[src/rtl/mem_bus_arbiter.sv]
// mem_bus_arbiter: round-robin arbiter sharing one DMEM/MMIO slave port
// between NUM_MASTERS requesters using a req/ack handshake on both sides.
// All outputs are registered.
// Optional feature macro: MEM_BUS_ARB_TIMEOUT_EN. When it is defined, an
// access that receives no s_ack within TIMEOUT_CYCLES cycles ends with an
// m_ack carrying m_err=1.
module mem_bus_arbiter #(
    parameter int NUM_MASTERS    = 2,
    parameter int ADDR_WIDTH     = 32,
    parameter int DATA_WIDTH     = 32,
    parameter int TIMEOUT_CYCLES = 64
) (
    input  logic                              clk,
    input  logic                              rst_n,
    input  logic [NUM_MASTERS-1:0]            m_req,
    input  logic [NUM_MASTERS-1:0]            m_we,
    input  logic [NUM_MASTERS*ADDR_WIDTH-1:0] m_addr,
    input  logic [NUM_MASTERS*DATA_WIDTH-1:0] m_wdata,
    output logic [NUM_MASTERS-1:0]            m_ack,
    output logic                              m_err,
    output logic [DATA_WIDTH-1:0]             m_rdata,
    output logic                              s_req,
    output logic                              s_we,
    output logic [ADDR_WIDTH-1:0]             s_addr,
    output logic [DATA_WIDTH-1:0]             s_wdata,
    input  logic                              s_ack,
    input  logic [DATA_WIDTH-1:0]             s_rdata,
    output logic                              busy,
    output logic [$clog2(NUM_MASTERS)-1:0]    grant_id
);

    localparam int GW = $clog2(NUM_MASTERS);

    typedef enum logic [1:0] {
        IDLE,
        ACCESS,
        DONE
    } state_t;

    state_t            state;
    state_t            state_next;
    logic [GW-1:0]     winner;
    logic [GW-1:0]     scan_idx;
    logic [NUM_MASTERS-1:0] grant_onehot;
    logic              any_req;
    logic              access_timeout;

    assign any_req = |m_req;

    // Round-robin scan starting just after the last grant; scanning from the
    // farthest offset down means the nearest requester overwrites the others.
    always_comb begin
        winner   = grant_id;
        scan_idx = '0;
        for (int off = NUM_MASTERS; off >= 1; off--) begin
            scan_idx = GW'((int'(grant_id) + off) % NUM_MASTERS);
            if (m_req[scan_idx]) begin
                winner = scan_idx;
            end
        end
    end

    // One-hot acknowledge vector for the master currently holding the grant.
    always_comb begin
        grant_onehot           = '0;
        grant_onehot[grant_id] = 1'b1;
    end

`ifdef MEM_BUS_ARB_TIMEOUT_EN
    localparam int CW = $clog2(TIMEOUT_CYCLES + 1);

    logic [CW-1:0] timeout_cnt;

    assign access_timeout = (timeout_cnt == CW'(TIMEOUT_CYCLES - 1));

    // Counts ACCESS cycles without s_ack; cleared while idle so every access starts at zero.
    always_ff @(posedge clk or negedge rst_n) begin
        if (!rst_n) begin
            timeout_cnt <= '0;
        end else if (state == IDLE) begin
            timeout_cnt <= '0;
        end else if (state == ACCESS && !s_ack) begin
            timeout_cnt <= timeout_cnt + CW'(1);
        end
    end
`else
    assign access_timeout = 1'b0;
    assign m_err          = 1'b0;
`endif

    // State register.
    always_ff @(posedge clk or negedge rst_n) begin
        if (!rst_n) begin
            state <= IDLE;
        end else begin
            state <= state_next;
        end
    end

    // Next-state logic; s_ack takes priority over a simultaneous timeout.
    always_comb begin
        state_next = state;
        case (state)
            IDLE:    if (any_req) state_next = ACCESS;
            ACCESS:  if (s_ack || access_timeout) state_next = DONE;
            DONE:    state_next = IDLE;
            default: state_next = IDLE;
        endcase
    end

    // Registered outputs: grant capture in IDLE, completion capture in ACCESS.
    always_ff @(posedge clk or negedge rst_n) begin
        if (!rst_n) begin
            grant_id <= GW'(NUM_MASTERS - 1);
            s_req    <= 1'b0;
            s_we     <= 1'b0;
            s_addr   <= '0;
            s_wdata  <= '0;
            m_ack    <= '0;
            m_rdata  <= '0;
            busy     <= 1'b0;
`ifdef MEM_BUS_ARB_TIMEOUT_EN
            m_err    <= 1'b0;
`endif
        end else begin
            m_ack <= '0;
            busy  <= (state_next != IDLE);
`ifdef MEM_BUS_ARB_TIMEOUT_EN
            m_err <= 1'b0;
`endif
            case (state)
                IDLE: begin
                    if (any_req) begin
                        grant_id <= winner;
                        s_req    <= 1'b1;
                        s_we     <= m_we[winner];
                        s_addr   <= m_addr[int'(winner)*ADDR_WIDTH +: ADDR_WIDTH];
                        s_wdata  <= m_wdata[int'(winner)*DATA_WIDTH +: DATA_WIDTH];
                    end
                end
                ACCESS: begin
                    if (s_ack) begin
                        m_rdata <= s_rdata;
                        s_req   <= 1'b0;
                        m_ack   <= grant_onehot;
                    end else if (access_timeout) begin
                        m_rdata <= '0;
                        s_req   <= 1'b0;
                        m_ack   <= grant_onehot;
`ifdef MEM_BUS_ARB_TIMEOUT_EN
                        m_err   <= 1'b1;
`endif
                    end
                end
                default: ;
            endcase
        end
    end

endmodule
[config.mk]
export PLATFORM = sky130hd
export DESIGN_NAME = mem_bus_arbiter
export DESIGN_NICKNAME = d
export VERILOG_FILES = /design/src/rtl/mem_bus_arbiter.sv
export SDC_FILE = /design/constraint.sdc
export NUM_CORES = 1
export LEC_CHECK = 0
export CORE_MARGIN = 8
export CORE_UTILIZATION = 30
export DETAILED_ROUTE_END_ITERATION = 8
export GPL_TIMING_DRIVEN = 0
export PLACE_DENSITY = 0.74
export RECOVER_POWER = 25
export SYNTH_ARGS = -nofsm -noshare
export SYNTH_HDL_FRONTEND = slang
export SYNTH_SLANG_ARGS = --single-unit
[constraint.sdc]
create_clock -name clk -period 2.7 [get_ports clk]
set_input_delay 0.675 -clock clk [delete_from_list [all_inputs] [get_ports clk]]
set_output_delay 0.675 -clock clk [all_outputs]
set_load 0.01 [all_outputs]
* Yosys cells after proc, flatten, opt, wreduce, memory -nomap -nowiden
Cells that the tools add are included.
** Storage, ports and cells
- Register bits after elaboration :: 104
- Input bits :: 167
- Logic and storage cells :: 47
** Cells by class
- Add/subtract/negate cells :: 2
- $lt $le $gt $ge :: 5
- Eq/ne operators :: 3
- Shift operators :: 2
- Mux-type cells :: 18
- Reductions and logical operators :: 8
** Operator list (count)
- 64-bit by 7-bit variable part select with 32-bit output :: 2
- 1-bit 2-to-1 mux :: 11
- 1-bit by 2-bit < comparator with 1-bit output, second input constant :: 4
- 2-bit 2-to-1 mux :: 4
- 2-bit != test, second input constant :: 2
- 2-bit case mux with 2 select lines :: 1
- 2-bit AND reduction :: 2
- 2-bit nonzero test :: 2
- 3-bit AND reduction :: 1
- 1-bit adder, second input constant :: 2
- 2-bit by 1-bit equality test with 1-bit output, second input constant :: 1
- 2-bit zero test :: 1
- 1-bit case mux with 2 select lines :: 1
- 2-bit OR reduction :: 1
- 1-bit demux with 1-bit select :: 1
- 1-bit >= comparator, second input constant :: 1
- 1-bit logical AND :: 1

* Depth between registers and ports, before layout
Gate-level depths: netlist of the first run.
- Word-level depth :: 7
- Gate-level depth with buffers :: 6

* Worst setup path after synthesis of the first run
OpenSTA, ideal clock, no wires.
- Kind :: input-to-reg
- Start point :: input port m_req[1]
- End point :: register s_wdata[10]
- Arrival time :: 1.482 ns
- Data required time :: 2.559 ns
- Path slack :: 1.077 ns
- Cell stages on the path :: 6
- Buffers on the path :: 3
- Cells stage by stage :: or2_0 > clkbuf_1 > buf_4 > buf_2 > a21oi_1 > a31oi_1
** On the way
- Longest elaborated chain between the ends :: 5
- Elaborated cells between the ends (all ways) :: 9
- Classes of those cells :: 1 x shift; 6 x mux; 2 x reduce/logical
** Ends and longest elaborated chain
- start, declared :: RTL line 15 : input logic [NUM_MASTERS-1:0] m_req,
- 1-bit 2-to-1 mux (not written as such) (2 in series) :: RTL line 57 : if (m_req[scan_idx]) begin
- 1-bit 2-to-1 mux (2 in series) :: RTL line 57
- 64-bit by 7-bit variable part select with 32-bit output :: RTL line 138 : s_wdata <= m_wdata[int'(winner)*DATA_WIDTH +: DATA_WIDTH];
- end signal, assigned :: RTL line 138
- end, declared :: RTL line 25 : output logic [DATA_WIDTH-1:0] s_wdata,
Parallel ways exist; a longest one is shown, timed or not. The select of a mux whose other input is x is not followed.
A chain may end at the register's enable or synchronous reset.

* Worst setup path in the final report of the first run
- Start point :: register grant_id
- End point :: output port grant_id
** RTL lines
- start, declared :: RTL line 29 : output logic [$clog2(NUM_MASTERS)-1:0] grant_id
- start signal, assigned :: RTL line 114 : grant_id <= GW'(NUM_MASTERS - 1);
- start signal, assigned :: RTL line 134 : grant_id <= winner;
No word-level cell between the ends.

==> flow_metrics.py, run 1 <==
metrics = {
    "synthesis": {
        "ys_warn_count": 0,
        "synth-xor-area-share_pct": 0,
        "synth_top_family_by_area": "compound AO/OA/AOI/OAI gates",
        "async_reset_ff_share_pct": 100,
        "ys_seq_area_share_pct": 54.9,
        "synth_seq_cells": 104,
        "synth_fa_ha_area_share_pct": 0,
        "ys_types": 25,
        "ys.flop_type": "dfrtp_1",
        "synth.mux.area_fraction_pct": 7.81,
        "netlist_instances": 472,
        "synth_compound_area_share_pct": 22.4,
        "synth-simple-area-share_pct": 8.53,
        "avgSynthCellArea_um2": 10.0,
        "netlist_area_um2": 4740,
        "synth_nets": 639,
        "synth-edff-count": 0,
    },
    "timing": {
        "final-hold-violation-count": 0,
        "slew_violations": 0,
        "setup_viol": 0,
        "tightestPinTransition_ns": 1.37,
        "finalCritPeriodShare_pct": 82.1,
        "rsz0062_at_grt": "no",
        "period_needed_ns": 2.22,
        "slew_headroom_pct": 8.91,
        "layout_setup_ws_ns": 0.482,
        "skew_ns": 0.00855,
        "fmaxAchievable_ghz": 0.451,
        "tns_ns": 0,
    },
    "floorplanning": {
        "core_um2": 15700,
        "die_width_um": 142,
        "rows": 46,
        "ioPinCount": 270,
        "dieArea_um2": 20100,
        "die_y_um": 142,
        "start_util_pct": 30.3,
    },
    "run_status": {
        "outcome": "finished, final reports clean",
    },
    "worst_hold_path": {
        "hp-start": "s_req",
        "hold_class": "reg -> reg",
        "whs_path_depth": 2,
    },
    "global_route": {
        "grt_pass1_vias": 5133,
        "grt_pass1_wl_um": 29400,
        "grt_antenna_before_repair": 1,
        "grt.overflow.total": 0,
        "grt_usage_pct": 18.7,
        "grt_max_degree": 57,
    },
    "routing": {
        "wl_um": 19000,
        "vias": 4913,
        "drtPass1Iterations": 5,
        "remaining_drc_errors": 0,
        "post_drt_wl_per_cell_um": 19.5,
        "detail-route-antenna-nets": 0,
        "first_iter_violations": 310,
        "vias_per_cell": 5.05,
    },
    "cts": {
        "ctsResizeCount": 0,
        "cts.path.max_buffers": 2,
        "clk_pin_slew_ns": 0.07,
        "htreeDepth": 3,
        "cts_tree": "built",
        "cts_buffers": 9,
        "ctsRootBufferMaster": "clkbuf_16",
        "ctsHoldBuffers": 0,
        "clkSinkCount": 104,
        "clock_latency_ns": 0.34,
        "cts_setup_buffers": 0,
    },
    "worst_setup_path": {
        "cp_max_fo": 7,
        "cp-end-kind": "output pin",
        "cp_cell_sequence": "clkdlybuf4s50_1",
        "r2r_cells": 5,
        "critPathTopFamily": "flip-flops",
        "crit_cells": 1,
        "worst-path-buf-inv": 1,
        "critPathLaunch": "grant_id",
        "cp-start-kind": "register",
        "required_ns": 2.03,
        "worstPathArrival_ns": 1.54,
        "worst-r2r-setup-slack_ns": 0.76,
        "r2r_start": "grant_id",
        "worst_path_largest_cell_delay_ns": 0.62,
        "crit_path_top_delay_cell": "dfstp_2",
        "critical_path_class": "reg -> out",
    },
    "place": {
        "gp_congestion": 0.782,
        "dpl.hpwl_um": 14400,
        "dpl_worst_slack_ns": 0.163,
        "portBuffers": 268,
    },
    "layout": {
        "antenna_cells": 0,
        "area_delta_synth_final_pct": 69.1,
        "drive_gt1_share_pct": 11.0,
        "finalNetCount": 919,
    },
    "pwr": {
        "pwr-share-comb_pct": 52.8,
        "p_per_area_nw_per_um2": 1080,
        "vdd.ir_drop.worst_v": 0.000477,
        "p_leak_nw": 3.14,
        "p_int_mw": 5.46,
        "swShare_pct": 37.0,
        "power_switching_mw": 3.20,
        "clkPwrFrac_pct": 15.3,
        "p_seq_share_pct": 31.9,
        "power.total_mw": 8.66,
    },
    "flow_run": {
        "drv_cap": 0,
    },
}
cell type report:
type / count / area (um^2)
Buffer: 55 / 288
Multi-Input combinational cell: 311 / 1840
Fill cell: 1504 / 7640
Clock inverter: 4 / 32.5
Tap cell: 216 / 270
Sequential cell: 104 / 2600
Clock buffer: 12 / 267
Inverter: 2 / 7.51
Timing Repair Buffer: 269 / 2710
cell usage in the layout (no fill, tap or decap), types with 3 or more instances in the layout:
cell and instances:
a21oi_1 65, a31oi_1 65, buf_2 19, buf_4 5
buf_6 5, clkbuf_1 24, clkbuf_16 9, clkbuf_8 3
clkdlybuf4s50_1 267, dfrtp_1 103, mux2_2 32, nand2_1 6
nand3_1 65, nor2_1 4, o21ai_0 57, o21ai_1 9
final timing paths:
| check | endpoint |
|---|---|
| min | s_req |
| min reg2reg | s_req |
| max | grant_id |
| max in group asynchronous | grant_id |
| min in group asynchronous | m_rdata[13] |
| max reg2reg | s_wdata[18] |
state kept, by name, summed over array words and instances (netlist names):
register,count
s_req,1
busy,1
m_ack,2
grant_id,1
s_wdata,32
s_we,1
s_addr,32
m_rdata,32
state,2
logic make-up (layout without fill, tap and decap cells):
kind of cell | count (synthesis) | after routing
AOI/OAI and AO/OA | 196 | 196
other | 1 | 1
buffers and inverters | 57 | 342
muxes | 33 | 33
DFF | 104 | 104
and+or+nand+nor | 81 | 81
metal layers:
layer	share of wire (%)	global-route usage, %	vias up
li1	-	-	2300
met1	42	23.0	2385
met2	48	31.1	205
met3	8.6	6.28	21
met4	1.3	4.35	2
met5	0.068	0	-
metrics by stage:
step	utilization, %	hold slack (ns)	instances	area, um^2
2_1_floorplan	-	0.379	472	4740
3_3_place_gp	49.1	0.462	956	7690
3_5_place_dp	49.3	0.477	957	7720
4_1_cts	51.2	0.375	973	8020
5_1_grt	51.2	0.520	973	8010
6_report	51.2	0.488	973	8010
power by group through the flow:
stage               sequential (mW)  combinational (mW)  clock (mW)
global placement               2.76                4.58           0
finish                         2.76                4.57        1.33
floorplan                      3.13                1.76           0
global route                   2.87                4.96        1.42
CTS                            2.77                4.64        1.37
detailed placement             2.80                4.63           0
cells in the mapped netlist, drive strengths merged, types with 2 or more instances:
cell | n | area (um^2)
a21oi | 65 | 325
dfrtp | 103 | 2580
nor2 | 4 | 15.0
buf | 30 | 193
nand3 | 65 | 325
clkbuf | 25 | 95.1
or2 | 2 | 12.5
and2 | 2 | 15.0
o21ai | 66 | 330
a31oi | 65 | 407
inv | 2 | 7.51
mux2 | 32 | 360
nand2 | 6 | 22.5
Note: power is estimated with default switching activity, not from simulation.
==> run 2, diff against run 1 <==
PLACE_DENSITY = 0.76   (was 0.74)
clock period = 1.8 ns   (was 2.7 ns; I/O delays follow)
==> run 2 against run 1 <==
Compared with the run above: routed wire length is 1.1% lower; first-iteration DRC count decreased by 36%; via count decreased by 1.3%; power grew 52%; clock skew down 0.0015 ns; core utilization is 0.23 points higher; combinational power increased by 51%; clock-buffer cell count shrank 1; setup slack worse by 0.43 ns; clock power up 58%.
==> flow_metrics.py, run 2 (synthesized netlist as in run 1, its figures left out) <==
metrics = {
    "global_route": {
        "grt.overflow.total": 0,
        "grt_pass1_vias": 5123,
        "grt_pass1_wl_um": 28600,
        "grt_max_degree": 56,
        "grt_usage_pct": 18.3,
        "grt_antenna_before_repair": 0,
    },
    "cts": {
        "cts_buffers": 9,
        "cts.path.max_buffers": 2,
        "clk_pin_slew_ns": 0.07,
        "clock_latency_ns": 0.35,
        "cts_tree": "built",
        "clkSinkCount": 104,
        "ctsHoldBuffers": 0,
        "ctsRootBufferMaster": "clkbuf_16",
        "cts_setup_buffers": 0,
        "htreeDepth": 3,
    },
    "timing": {
        "final-hold-violation-count": 0,
        "period_needed_ns": 1.75,
        "tightestPinTransition_ns": 1.29,
        "holdWs_ns": 0.371,
        "fmaxAchievable_ghz": 0.573,
        "slew_headroom_pct": 14.0,
        "finalCritPeriodShare_pct": 97.0,
        "setup_viol": 0,
        "skew_ns": 0.00704,
        "rsz0062_at_grt": "no",
        "slew_violations": 0,
    },
    "routing": {
        "detail-route-antenna-nets": 0,
        "wl_um": 18800,
        "post_drt_wl_per_cell_um": 19.3,
        "vias": 4847,
        "remaining_drc_errors": 0,
        "vias_per_cell": 4.99,
        "drtPass1Iterations": 4,
        "first_iter_violations": 199,
    },
    "layout": {
        "final_cell_mix": "clkdlybuf4s50_1 (265), dfrtp_1 (103), nand3_1 (65), a21oi_1 (65), a31oi_1 (65)",
        "finalNetCount": 919,
        "area_delta_synth_final_pct": 69.9,
        "drive_gt1_share_pct": 12.4,
        "layout_commonest_cell": "clkdlybuf4s50_1",
        "final_cells": 972,
        "reg.largest.list": "m_rdata: 32 flops, s_addr: 32 flops, s_wdata: 32 flops",
        "post-route-util_pct": 51.4,
        "antenna_cells": 0,
    },
    "worst_setup_path": {
        "worst-r2r-setup-slack_ns": 0.11,
        "crit_cells": 1,
        "r2r_cells": 5,
        "r2r-end": "s_addr[26]",
        "cp_max_fo": 2,
        "critical_path_class": "reg -> out",
        "cp_cell_sequence": "clkdlybuf4s50_1",
        "crit_path_top_delay_cell": "clkdlybuf4s50_1",
        "critPathTopFamily": "buffers and inverters",
        "worst_path_largest_cell_delay_ns": 0.57,
        "worst-path-buf-inv": 1,
        "cp-end-kind": "output pin",
        "cp-start-kind": "register",
        "r2r_start": "grant_id",
        "worstPathArrival_ns": 1.30,
        "required_ns": 1.35,
    },
    "floorplanning": {
        "ioPinCount": 270,
        "die_y_um": 142,
        "dieArea_um2": 20100,
        "rows": 46,
        "die_width_um": 142,
        "start_util_pct": 30.3,
        "core_um2": 15700,
    },
    "place": {
        "dp_cells": 957,
        "gp_congestion": 0.797,
        "dpl.hpwl_um": 14300,
        "portBuffers": 268,
    },
    "worst_hold_path": {
        "hold_class": "in -> async",
    },
    "pwr": {
        "p_leak_nw": 3.20,
        "vdd.ir_drop.worst_v": 0.000646,
        "power.total_mw": 13.1,
        "p_per_area_nw_per_um2": 1630,
    },
    "run_status": {
        "outcome": "finished, final reports clean",
    },
    "flow_run": {
        "drv_cap": 0,
    },
}
==> run 2: changes by cell type in the layout (fill, tap and decap cells not counted), moves of 3 or more <==
cell	delta
buf_2	-9
clkbuf_1	-11
clkbuf_2	+14
clkbuf_4	+9
clkbuf_8	-3
==> run 2: worst max path at each step <==
stage,start,to,slack [ns]
after CTS,grant_id,s_addr[7],0.01
after global routing,grant_id,s_addr[13],0.004
final,s_wdata[15],s_wdata[15],0.05
after floorplan,m_req[1],s_wdata[10],0.40
after detailed placement,m_req[1],s_wdata[18],-0.46
after global placement,rst_n,s_addr[10],-3.83
==> run 2: through the flow <==
| step | TNS [ns] | setup slack, ns | cell area (um^2) |
|---|---|---|---|
| global placement | -414.81 | -3.83 | 7690 |
| finish | 0 | 0.0547 | 8050 |
| global route | 0 | 0.00415 | 8050 |
| detailed placement | -22.23 | -0.459 | 7720 |
| CTS | 0 | 0.0120 | 8030 |
| floorplan | 0 | 0.402 | 4740 |
==> run 2: area by class of cell <==
| class | count | area, um^2 |
|---|---|---|
| clock inverters | 4 | 77.6 |
| clock buffers | 11 | 233 |
| flip-flops and latches | 104 | 2600 |
| fillers | 1468 | 7600 |
| inverters | 2 | 7.51 |
| multi-input cells | 311 | 1840 |
| plain buffers | 55 | 332 |
| well taps | 216 | 270 |
| repair buffers | 269 | 2690 |
==> run 2: routing by layer <==
layer	up-vias	part of all wire (%)	track usage, %
li1	2297	-	-
met1	2355	40	21.8
met2	180	51	31.5
met3	15	7.9	4.94
met4	0	1.3	5.31
met5	-	0	0
==> run 2: worst reg2reg max path: stages (launching register included) <==
cell	delay, ns
dfstp_2	0.60
or2_2	0.15
buf_2	0.28
clkbuf_4	0.28
nand3_1	0.11
a31oi_1	0.19
==> run 2: where the power goes <==
part	switching (mW)	internal [mW]	total (mW)
Combinational	3.26	3.61	6.88
Clock	0.879	1.22	2.10
Sequential	0.627	3.53	4.16
==> run 2: timing repair <==
action | in CTS | in global routing
gates resized for setup | 7 | 29
pin swaps | 0 | 0
endpoints found under the setup margin | 5 | 51
==> run 3, diff against run 2 <==
ABC_CLOCK_PERIOD_IN_PS = 1800   (was not set)
CORE_MARGIN = 5   (was 8)
==> run 3 against run 2 <==
Compared with the run above: routed wire length shrank 4.2%; non-clock buffer count unchanged; final cell count up 0.10%; clock-buffer cell count fell by 1; largest power group unchanged; highest routed layer unchanged.
==> flow_metrics.py, run 3 (synthesized netlist as in run 1, its figures left out) <==
metrics = {
    "global_route": {
        "grt_usage_pct": 19.4,
        "grt_antenna_before_repair": 0,
        "grt.overflow.total": 0,
        "grt_pass1_wl_um": 27900,
        "grt_pass1_vias": 5004,
        "grt_max_degree": 68,
    },
    "floorplanning": {
        "die_y_um": 136,
        "start_util_pct": 30.2,
        "dieArea_um2": 18400,
        "core_um2": 15700,
        "rows": 46,
        "die_width_um": 136,
        "ioPinCount": 270,
    },
    "routing": {
        "first_iter_violations": 315,
        "vias": 4899,
        "post_drt_wl_per_cell_um": 18.5,
        "drtPass1Iterations": 4,
        "wl_um": 18000,
        "detail-route-antenna-nets": 0,
        "remaining_drc_errors": 0,
        "vias_per_cell": 5.03,
    },
    "worst_setup_path": {
        "required_ns": 1.35,
        "critPathTopFamily": "buffers and inverters",
        "r2r_start": "grant_id",
        "r2r_cells": 5,
        "critical_path_class": "reg -> out",
        "cp-end-kind": "output pin",
        "worst-r2r-setup-slack_ns": 0.15,
        "worstPathArrival_ns": 1.28,
        "cp-start-kind": "register",
        "r2r-end": "s_addr[0]",
        "crit_path_top_delay_cell": "clkdlybuf4s50_1",
        "worst_path_largest_cell_delay_ns": 0.58,
        "worst-path-buf-inv": 1,
        "cp_max_fo": 2,
        "cp_cell_sequence": "clkdlybuf4s50_1",
    },
    "timing": {
        "fmaxAchievable_ghz": 0.577,
        "holdWs_ns": 0.253,
        "layout_setup_ws_ns": 0.0672,
        "final-hold-violation-count": 0,
        "slew_headroom_pct": 33.2,
        "rsz0062_at_grt": "no",
        "skew_ns": 0.0121,
        "tightestPinTransition_ns": 1.00,
        "finalCritPeriodShare_pct": 96.3,
        "slew_violations": 0,
        "period_needed_ns": 1.73,
        "setup_viol": 0,
    },
    "layout": {
        "nFillCells": 1468,
        "area_delta_synth_final_pct": 69.7,
        "fin_area_um2": 8040,
        "final_cells": 973,
        "final_cell_mix": "clkdlybuf4s50_1 (266), dfrtp_1 (103), nand3_1 (65), a21oi_1 (65), a31oi_1 (65)",
        "layout_commonest_cell": "clkdlybuf4s50_1",
        "drive_gt1_share_pct": 13.1,
        "finalNetCount": 919,
        "reg.largest.list": "m_rdata: 32 flops, s_addr: 32 flops, s_wdata: 32 flops",
        "antenna_cells": 0,
    },
    "place": {
        "dpl_worst_slack_ns": -0.433,
        "dpl_cell_area_um2": 7720,
        "dp_cells": 957,
        "portBuffers": 268,
        "gp_congestion": 0.797,
        "dpl.hpwl_um": 13400,
    },
    "cts": {
        "htreeDepth": 3,
        "ctsHoldBuffers": 0,
        "cts_tree": "built",
        "cts_setup_buffers": 0,
        "cts_buffers": 9,
        "cts.path.max_buffers": 2,
        "clock_latency_ns": 0.34,
        "clk_pin_slew_ns": 0.07,
        "ctsRootBufferMaster": "clkbuf_16",
        "clkSinkCount": 104,
    },
    "pwr": {
        "vdd.ir_drop.worst_v": 0.000733,
        "clkPwrFrac_pct": 15.6,
        "pwr-share-comb_pct": 52.7,
        "swShare_pct": 36.5,
        "power_switching_mw": 4.76,
        "p_leak_nw": 3.20,
        "p_seq_share_pct": 31.7,
        "p_int_mw": 8.27,
        "p_per_area_nw_per_um2": 1620,
    },
    "worst_hold_path": {
        "hold_class": "in -> async",
    },
    "run_status": {
        "outcome": "finished, final reports clean",
    },
    "flow_run": {
        "drv_cap": 0,
    },
}
[run 3: changes by cell type in the layout (fill, tap and decap cells not counted), sizes merged]
| cell | change |
|---|---|
| clkbuf | -5 |
| buf | +4 |
| bufinv | -1 |
| clkdlybuf4s50 | +1 |
| clkinv | +1 |
| clkinvlp | +1 |
| dlygate4sd2 | -1 |
| inv | +1 |
[run 3: power by group through the flow]
stage               clock network, mW  logic [mW]  registers, mW
detailed placement                  0        6.92           4.17
CTS                              2.10        6.94           4.14
floorplan                           0        2.65           4.70
global route                     2.22        7.46           4.28
global placement                    0        6.83           4.13
finish                           2.03        6.87           4.13
[run 3: cell type report]
cell class,count,area [um^2],share of cell area (%)
timing repair buffer,269,2690,33.4
buffer,55,325,4.05
clock inverter,6,65.1,0.809
inverter,2,7.51,0.0934
tap,216,270,3.36
sequential,104,2600,32.4
multi-input combinational,311,1840,22.9
clock buffer,10,239,2.97
[run 3: timing repair]
| item | CTS | global route |
|---|---|---|
| pin swaps | 0 | 0 |
| endpoints found under the setup margin | 12 | 45 |
| gates resized for setup | 7 | 28 |
| gates cloned | 0 | 0 |
[run 3: how the worst max path moves through the flow]
stage          startpoint     endpoint  slack [ns]  cells after the start
2_1_floorplan    m_req[1]  s_wdata[10]        0.40                      6
3_3_place_gp        rst_n   s_addr[11]       -3.91                      1
3_5_place_dp     m_req[1]  s_wdata[18]       -0.43                      6
4_1_cts          m_req[1]     state[0]       0.002                      6
5_1_grt        s_addr[30]   s_addr[30]       0.004                      1
6_report       s_addr[29]   s_addr[29]        0.07                      1
[run 3: stage by stage]
stage	power [mW]	TNS, ns	util (%)
after floorplan	7.34	0	-
after global placement	11.0	-425.01	49.0
after detailed placement	11.1	-22.42	49.1
after CTS	13.2	0	51.1
after global routing	14.0	0	51.2
final	13.0	0	51.2
[run 3: per-layer routing]
layer	track usage (%)	vias up	routed length, um
li1	-	2299	-
met1	23.9	2358	7070
met2	32.3	213	8840
met3	5.87	29	1670
met4	7.00	0	414
met5	0	-	0
